### config.mk
export PLATFORM = sky130hd
export DESIGN_NAME = edge_event_arbiter
export DESIGN_NICKNAME = d
export VERILOG_FILES = /design/src/rtl/edge_event_arbiter.sv
export SDC_FILE = /design/constraint.sdc
export NUM_CORES = 1
export LEC_CHECK = 0
export ABC_CLOCK_PERIOD_IN_PS = 3500
export BUFFER_PORTS_ARGS = -buffer_cell sky130_fd_sc_hd__buf_2
export CAP_MARGIN = 20
export CELL_PAD_IN_SITES_DETAIL_PLACEMENT = 1
export CELL_PAD_IN_SITES_GLOBAL_PLACEMENT = 1
export CORE_MARGIN = 3
export CORE_UTILIZATION = 35
export CTS_BUF_LIST = sky130_fd_sc_hd__clkbuf_2 sky130_fd_sc_hd__clkbuf_4 sky130_fd_sc_hd__clkbuf_8
export DETAILED_ROUTE_END_ITERATION = 6
export PLACE_DENSITY_LB_ADDON = 0.1
export SLEW_MARGIN = 0
export SYNTH_ARGS = -nofsm -noshare
export SYNTH_HDL_FRONTEND = slang
export SYNTH_SLANG_ARGS = --single-unit
### constraint.sdc
create_clock -name clk -period 3.5 [get_ports clk]
set_clock_uncertainty 0.15 [all_clocks]
set_input_delay 0.175 -clock clk [delete_from_list [all_inputs] [get_ports clk]]
set_output_delay 0.175 -clock clk [all_outputs]
set_load 0.01 [all_outputs]
### src/rtl/edge_event_arbiter.sv
`default_nettype none
// ============================================================================
// Module      : edge_event_arbiter
// Description : Latches rising edges on N lines as pending events and delivers
//               them one per transfer over valid/ready in round-robin order.
// Revision    : 1.0 - initial release
// ============================================================================
module edge_event_arbiter #(
    parameter int N    = 4,
    parameter int ID_W = 2
) (
    input  logic            clk,
    input  logic            rst,
    input  logic [N-1:0]    sig,
    input  logic [N-1:0]    en,
    output logic            out_valid,
    output logic [ID_W-1:0] out_id,
    input  logic            out_ready,
    output logic [N-1:0]    ovf,
    input  logic            ovf_clr
);

    localparam logic [ID_W-1:0] C_PTR_RST = ID_W'(N - 1);

    logic [N-1:0]    r_sig_dly;
    logic [N-1:0]    r_pending;
    logic [N-1:0]    r_ovf;
    logic            r_out_valid;
    logic [ID_W-1:0] r_out_id;
    logic [ID_W-1:0] r_rr_ptr;

    logic [N-1:0]    w_edge;
    logic            w_load;
    logic            w_found;
    logic [ID_W-1:0] w_win;
    logic [N-1:0]    w_load_mask;
    logic [N-1:0]    w_drop;
    logic [N-1:0]    w_pending_nxt;
    logic [N-1:0]    w_ovf_nxt;

    // Returns {found, index}: first set bit of pend starting just after ptr.
    function automatic logic [ID_W:0] rr_pick(input logic [N-1:0]    pend,
                                              input logic [ID_W-1:0] ptr);
        logic            found;
        logic [ID_W-1:0] win;
        logic [ID_W-1:0] idx;
        found = 1'b0;
        win   = '0;
        for (int k = 1; k <= N; k++) begin
            idx = ID_W'((int'(ptr) + k) % N);
            if (!found && pend[idx]) begin
                found = 1'b1;
                win   = idx;
            end
        end
        return {found, win};
    endfunction

    assign w_edge = sig & ~r_sig_dly & en;
    assign w_load = !r_out_valid || out_ready;

    always_comb begin
        w_load_mask = '0;
        {w_found, w_win} = rr_pick(r_pending, r_rr_ptr);
        if (w_load && w_found) begin
            w_load_mask[w_win] = 1'b1;
        end
    end

    // A fresh edge on the line being loaded re-arms pending instead of dropping.
    assign w_drop        = w_edge & r_pending & ~w_load_mask;
    assign w_pending_nxt = (r_pending & ~w_load_mask) | w_edge;
    assign w_ovf_nxt     = (ovf_clr ? '0 : r_ovf) | w_drop;

    always_ff @(posedge clk) begin
        if (rst) begin
            r_sig_dly   <= '1;
            r_pending   <= '0;
            r_ovf       <= '0;
            r_out_valid <= 1'b0;
            r_out_id    <= '0;
            r_rr_ptr    <= C_PTR_RST;
        end else begin
            r_sig_dly <= sig;
            r_pending <= w_pending_nxt;
            r_ovf     <= w_ovf_nxt;
            if (w_load) begin
                r_out_valid <= w_found;
                if (w_found) begin
                    r_out_id <= w_win;
                    r_rr_ptr <= w_win;
                end
            end
        end
    end

    assign out_valid = r_out_valid;
    assign out_id    = r_out_id;
    assign ovf       = r_ovf;

endmodule
`default_nettype wire

After elaboration in Yosys (flattened, before gate mapping) --
Cells that the tools add are included.
Word-level totals: flip-flop bits (word level) 17, input bits 12, output and inout bits 7, logic and storage cells 56
Operators by class: add/sub/neg operators 4, order comparisons 6, muxes and demuxes 20, bitwise logic cells 9, reduce and logical (&&, ||, !) cells 11
Operators by type and width (number):
- AND 4 bit | 5
- < comparator 2 x 3 -> 1 bit (second input constant) | 5
- 2-to-1 mux 1 bit | 9
- binary-select mux 1 bit (select 2 bit) | 4
- 2-to-1 mux 2 bit | 4
- 2-to-1 mux 4 bit | 2
- inverter 4 bit | 2
- OR 4 bit | 2
- logical AND 1 bit | 5
- adder 2 x 1 -> 2 bit (second input constant) | 2
- adder 2 bit (second input constant) | 2
- zero test 1 bit | 4
- demux 1 bit (select 2 bit) | 1
- greater-or-equal comparator 2 x 1 -> 1 bit (second input constant) | 1
- AND reduction 2 bit | 1
- logical OR 1 bit | 1

Depth between registers and ports, before layout --
depth after elaboration 21, depth in mapped cells 4

Worst setup path after synthesis --
Ideal clock, no wire load.
path kind flip-flop to flip-flop, from register r_rr_ptr[0], to register r_ovf[0] (netlist: ovf[0]), setup time 0.130 ns, arrival time 1.268 ns, data required time 3.220 ns, path slack 1.952 ns, cell stages (with the launch flop) 5, clock period less this slack 1.548 ns, path through dfxtp_1 and3b_1 o31a_1 o41ai_2 o31ai_1
Between the ends: cells in the longest elaborated chain, start to end 21
Ends and longest elaborated chain:
- start, declared | line 30 | logic [ID_W-1:0] r_rr_ptr;
- start signal, assigned | line 91 | r_rr_ptr <= w_win;
- adder 2 x 1 -> 2 bit | line 50 | idx = ID_W'((int'(ptr) + k) % N);
- binary-select mux 1 bit (select 2 bit) | line 51 | if (!found && pend[idx]) begin
- 2-to-1 mux 1 bit (not written as such) | line 51
- 2-to-1 mux 1 bit | line 51
- zero test 1 bit | line 51
- logical AND 1 bit | line 51
- 2-to-1 mux 1 bit | line 51
- zero test 1 bit | line 51
- [... 5 more ...]
- < comparator 2 x 3 -> 1 bit (not written as such) or greater-or-equal comparator 2 x 1 -> 1 bit (tied branches) | line 66 | w_load_mask[w_win] = 1'b1;
- logical AND 1 bit (not written as such) | line 66
- 2-to-1 mux 1 bit (not written as such) | line 66
- demux 1 bit (select 2 bit) | line 66
- 2-to-1 mux 4 bit * | line 65 | if (w_load && w_found) begin
- inverter 4 bit * | line 71 | assign w_drop = w_edge & r_pending & ~w_load_mask;
- AND 4 bit * | line 71
- OR 4 bit * | line 73 | assign w_ovf_nxt = (ovf_clr ? '0 : r_ovf) | w_drop;
- end signal, assigned | line 86 | r_ovf <= w_ovf_nxt;
- end, declared | line 27 | logic [N-1:0] r_ovf;
Mark *: on every way between the ends. The rest lies on a longest branch, timed or not. The select of a mux whose other input is x is not followed. A chain may end at the register's enable or synchronous reset.

Final worst setup path --
Same ends and word-level chain as after synthesis.

==> summary.txt <==
Yosys
  – Top-area cell type share of the netlist area: 48.3%
  – Post-Syn Instances: 74
  – Mapped Area: 704 µm²
  – Synth top cells by count: dfxtp_1 (17), a21oi_1 (6), or2_2 (6)
  – Synth top area cells: dfxtp_1 (48%), or2_2 (5.3%), a21oi_1 (4.3%)
  – Most common cell in the netlist: dfxtp_1
  – FFs w/ async S/R, synth: 0%
  – Unique masters post-synth: 29
  – Main synth FF type: dfxtp_1
  – Synthesized Nets: 86
  – Largest area contributor in the netlist: dfxtp_1
  – Synth Area per Inst: 9.52 µm²
  – Post-synth EDFFs: 0
  – Yosys warnings: 0
  – Register area share after synthesis: 48.3%
  – Flops & latches, synth: 17

Drt
  – Drt total wl: 1780 µm
  – 1st-iter DRT viols: 3
  – Via density: 5.39
  – # DRC: 0
  – DRT antenna net count: 0
  – Routed length per instance: 14.4 µm
  – Drt first pass iters: 4
  – Vias: 668

Layout
  – Diodes inserted: 0
  – Share of cells above drive strength 1: 31.3%
  – Syn-to-layout area delta: 26.6%
  – Final Util: 49.0%
  – Final net count: 112

Global route
  – First-pass GRT wire length: 3020 µm
  – Vias in the first global route: 716
  – Total gr overflow: 0
  – Initial antenna violation count: 0
  – Pin count of the biggest net entering global routing: 17
  – Tot GR Track Use: 15.6%

CTS
  – Clock Tree Buf Depth: 2
  – CTS Buf Count: 3
  – Clock H-tree levels: 1
  – Root buf cell: clkbuf_4
  – CTS resizes: 0
  – Worst skew pair latency: 280 ps
  – TritonCTS clock tree: built
  – Sink Count: 17
  – Clk pin slew, worst setup/hold paths: 90 ps

Critical path
  – CP Launch Type: flop
  – Req. time, crit path: 3520 ps
  – Worst Reg-to-Reg Cells: 4
  – Worst Setup End Kind: flop
  – Worst Path Max Fanout: 5
  – Critical R2R Launch: r_rr_ptr[0]$_SDFFE_PP1P_
  – RR Endpoint: ovf[0]$_SDFF_PP0_
  – Reg2reg setup slack: 1780 ps
  – Data arrival, critical path: 1740 ps
  – Critical path class: flop to flop

STA
  – Hold WS: 39.2 ps
  – Slew Limit Fails: 0
  – RSZ-0062 raised after global routing: no
  – Relative slew margins: 68.6%
  – Ratio of final minimum period to clock period: 49.1%
  – Setup-failing EPs final: 0
  – Final hold violation count: 0
  – Worst slew pin tran: 466 ps
  – Fmax: 582 MHz
  – Min Tclk post-route: 1720 ps
  – Setup_tns: 0 ps

Power
  – Worst vdd ir: 271 µV
  – Leakage Power: 0.382 nW
  – Power Density: 419 nW/µm²

Min path
  – Hold Path End: r_pending[2]$_SDFF_PP0_
  – Hold wc startpoint: en[2]
  – Worst hold path class: input port to flop
  – Worst hold path depth: 3

Flow run
  – Max Cap Viol: 0

Die
  – Core area: 1820 µm²
  – Die width: 50.9 µm
  – Total die area: 2590 µm²
  – Std-Cell Rows: 15
  – Initial Util: 38.7%
  – # IOs: 19
  – Die H: 50.9 µm

Place
  – RePlAce Congestion: 0.835
  – Post-DP HPWL: 1390 µm
  – IO Port Bufs: 18

Outcome
  – Status: completed
-- state kept, by name, summed over array words and instances, names as in the netlist --
register	cells
ovf	4
r_rr_ptr	2
out_id	2
out_valid	1
r_sig_dly	4
r_pending	4
-- cell type report --
class | instances | area, µm²
Sequential cell | 17 | 340
Timing Repair Buffer | 22 | 130
Multi-Input combinational cell | 53 | 349
Tap cell | 25 | 31.3
Fill cell | 226 | 928
Clock buffer | 4 | 30.0
Inverter | 3 | 11.3
-- timing repair --
action / 4_1_cts / 5_1_grt
hold buffers: 4 / 0
buffers inserted: 0 / 0
hold endpoints to repair: 4 / 0
-- worst max path at each step --
| stage | from | endpoint | slack, ps | cells past startpoint |
|---|---|---|---|---|
| floorplan | r_rr_ptr[0]$_SDFFE_PP1P_ | ovf[0]$_SDFF_PP0_ | 1950 | 4 |
| global placement | r_rr_ptr[0]$_SDFFE_PP1P_ | ovf[0]$_SDFF_PP0_ | 1830 | 4 |
| detailed placement | r_rr_ptr[0]$_SDFFE_PP1P_ | ovf[0]$_SDFF_PP0_ | 1780 | 4 |
| CTS | r_rr_ptr[0]$_SDFFE_PP1P_ | r_pending[0]$_SDFF_PP0_ | 1770 | 4 |
| global route | r_rr_ptr[1]$_SDFFE_PP1P_ | ovf[1]$_SDFF_PP0_ | 1680 | 4 |
| finish | r_rr_ptr[0]$_SDFFE_PP1P_ | ovf[0]$_SDFF_PP0_ | 1780 | 4 |
-- cells in the final DEF, fill, tap and decap left out, types with 2 or more instances in the layout --
cell,netlist,routed
a21oi_1,6,6
buf_2,0,18
clkbuf_4,0,4
dfxtp_1,17,17
dlygate4sd3_1,0,4
inv_1,3,3
nand2_1,4,4
nand2b_1,2,2
nand3b_1,3,3
nor2_1,5,5
nor2b_1,2,2
nor3_1,4,4
o31ai_1,4,4
or2_2,6,6
-- metrics by stage --
step / setup WS, ps / instances / area [µm²] / power (mW)
finish: 1780 / 124 / 892 / 0.374
global route: 1680 / 124 / 892 / 0.395
CTS: 1770 / 124 / 892 / 0.379
detailed placement: 1780 / 116 / 822 / 0.264
global placement: 1830 / 116 / 822 / 0.261
floorplan: 1950 / 74 / 704 / 0.244
-- critical path, stage by stage, from the launching register on --
cell     delay [ps]
dfxtp_1         410
and3b_1         220
o31a_1          330
o41ai_2         380
o31ai_1         120
-- cells by family after synthesis --
| logic type | share of synthesized area (%) |
|---|---|
| muxes | 1.42 |
| buffers and inverters | 2.13 |
| AOI/OAI and AO/OA | 24.0 |
| DFF | 48.3 |
| and+or+nand+nor | 24.2 |
-- where the power goes --
group | total [mW] | internal, mW | switching, mW
clock | 0.111 | 0.0520 | 0.0594
combinational | 0.0525 | 0.0245 | 0.0280
sequential | 0.210 | 0.202 | 0.00737
-- metal layers --
metal	wire, µm	global-route usage, %	vias up
li1	-	-	323
met1	782	18.5	327
met2	911	27.6	14
met3	64	3.50	4
met4	23	5.38	0
met5	0	0	-
No activity file was read; power rests on OpenSTA's default activity.
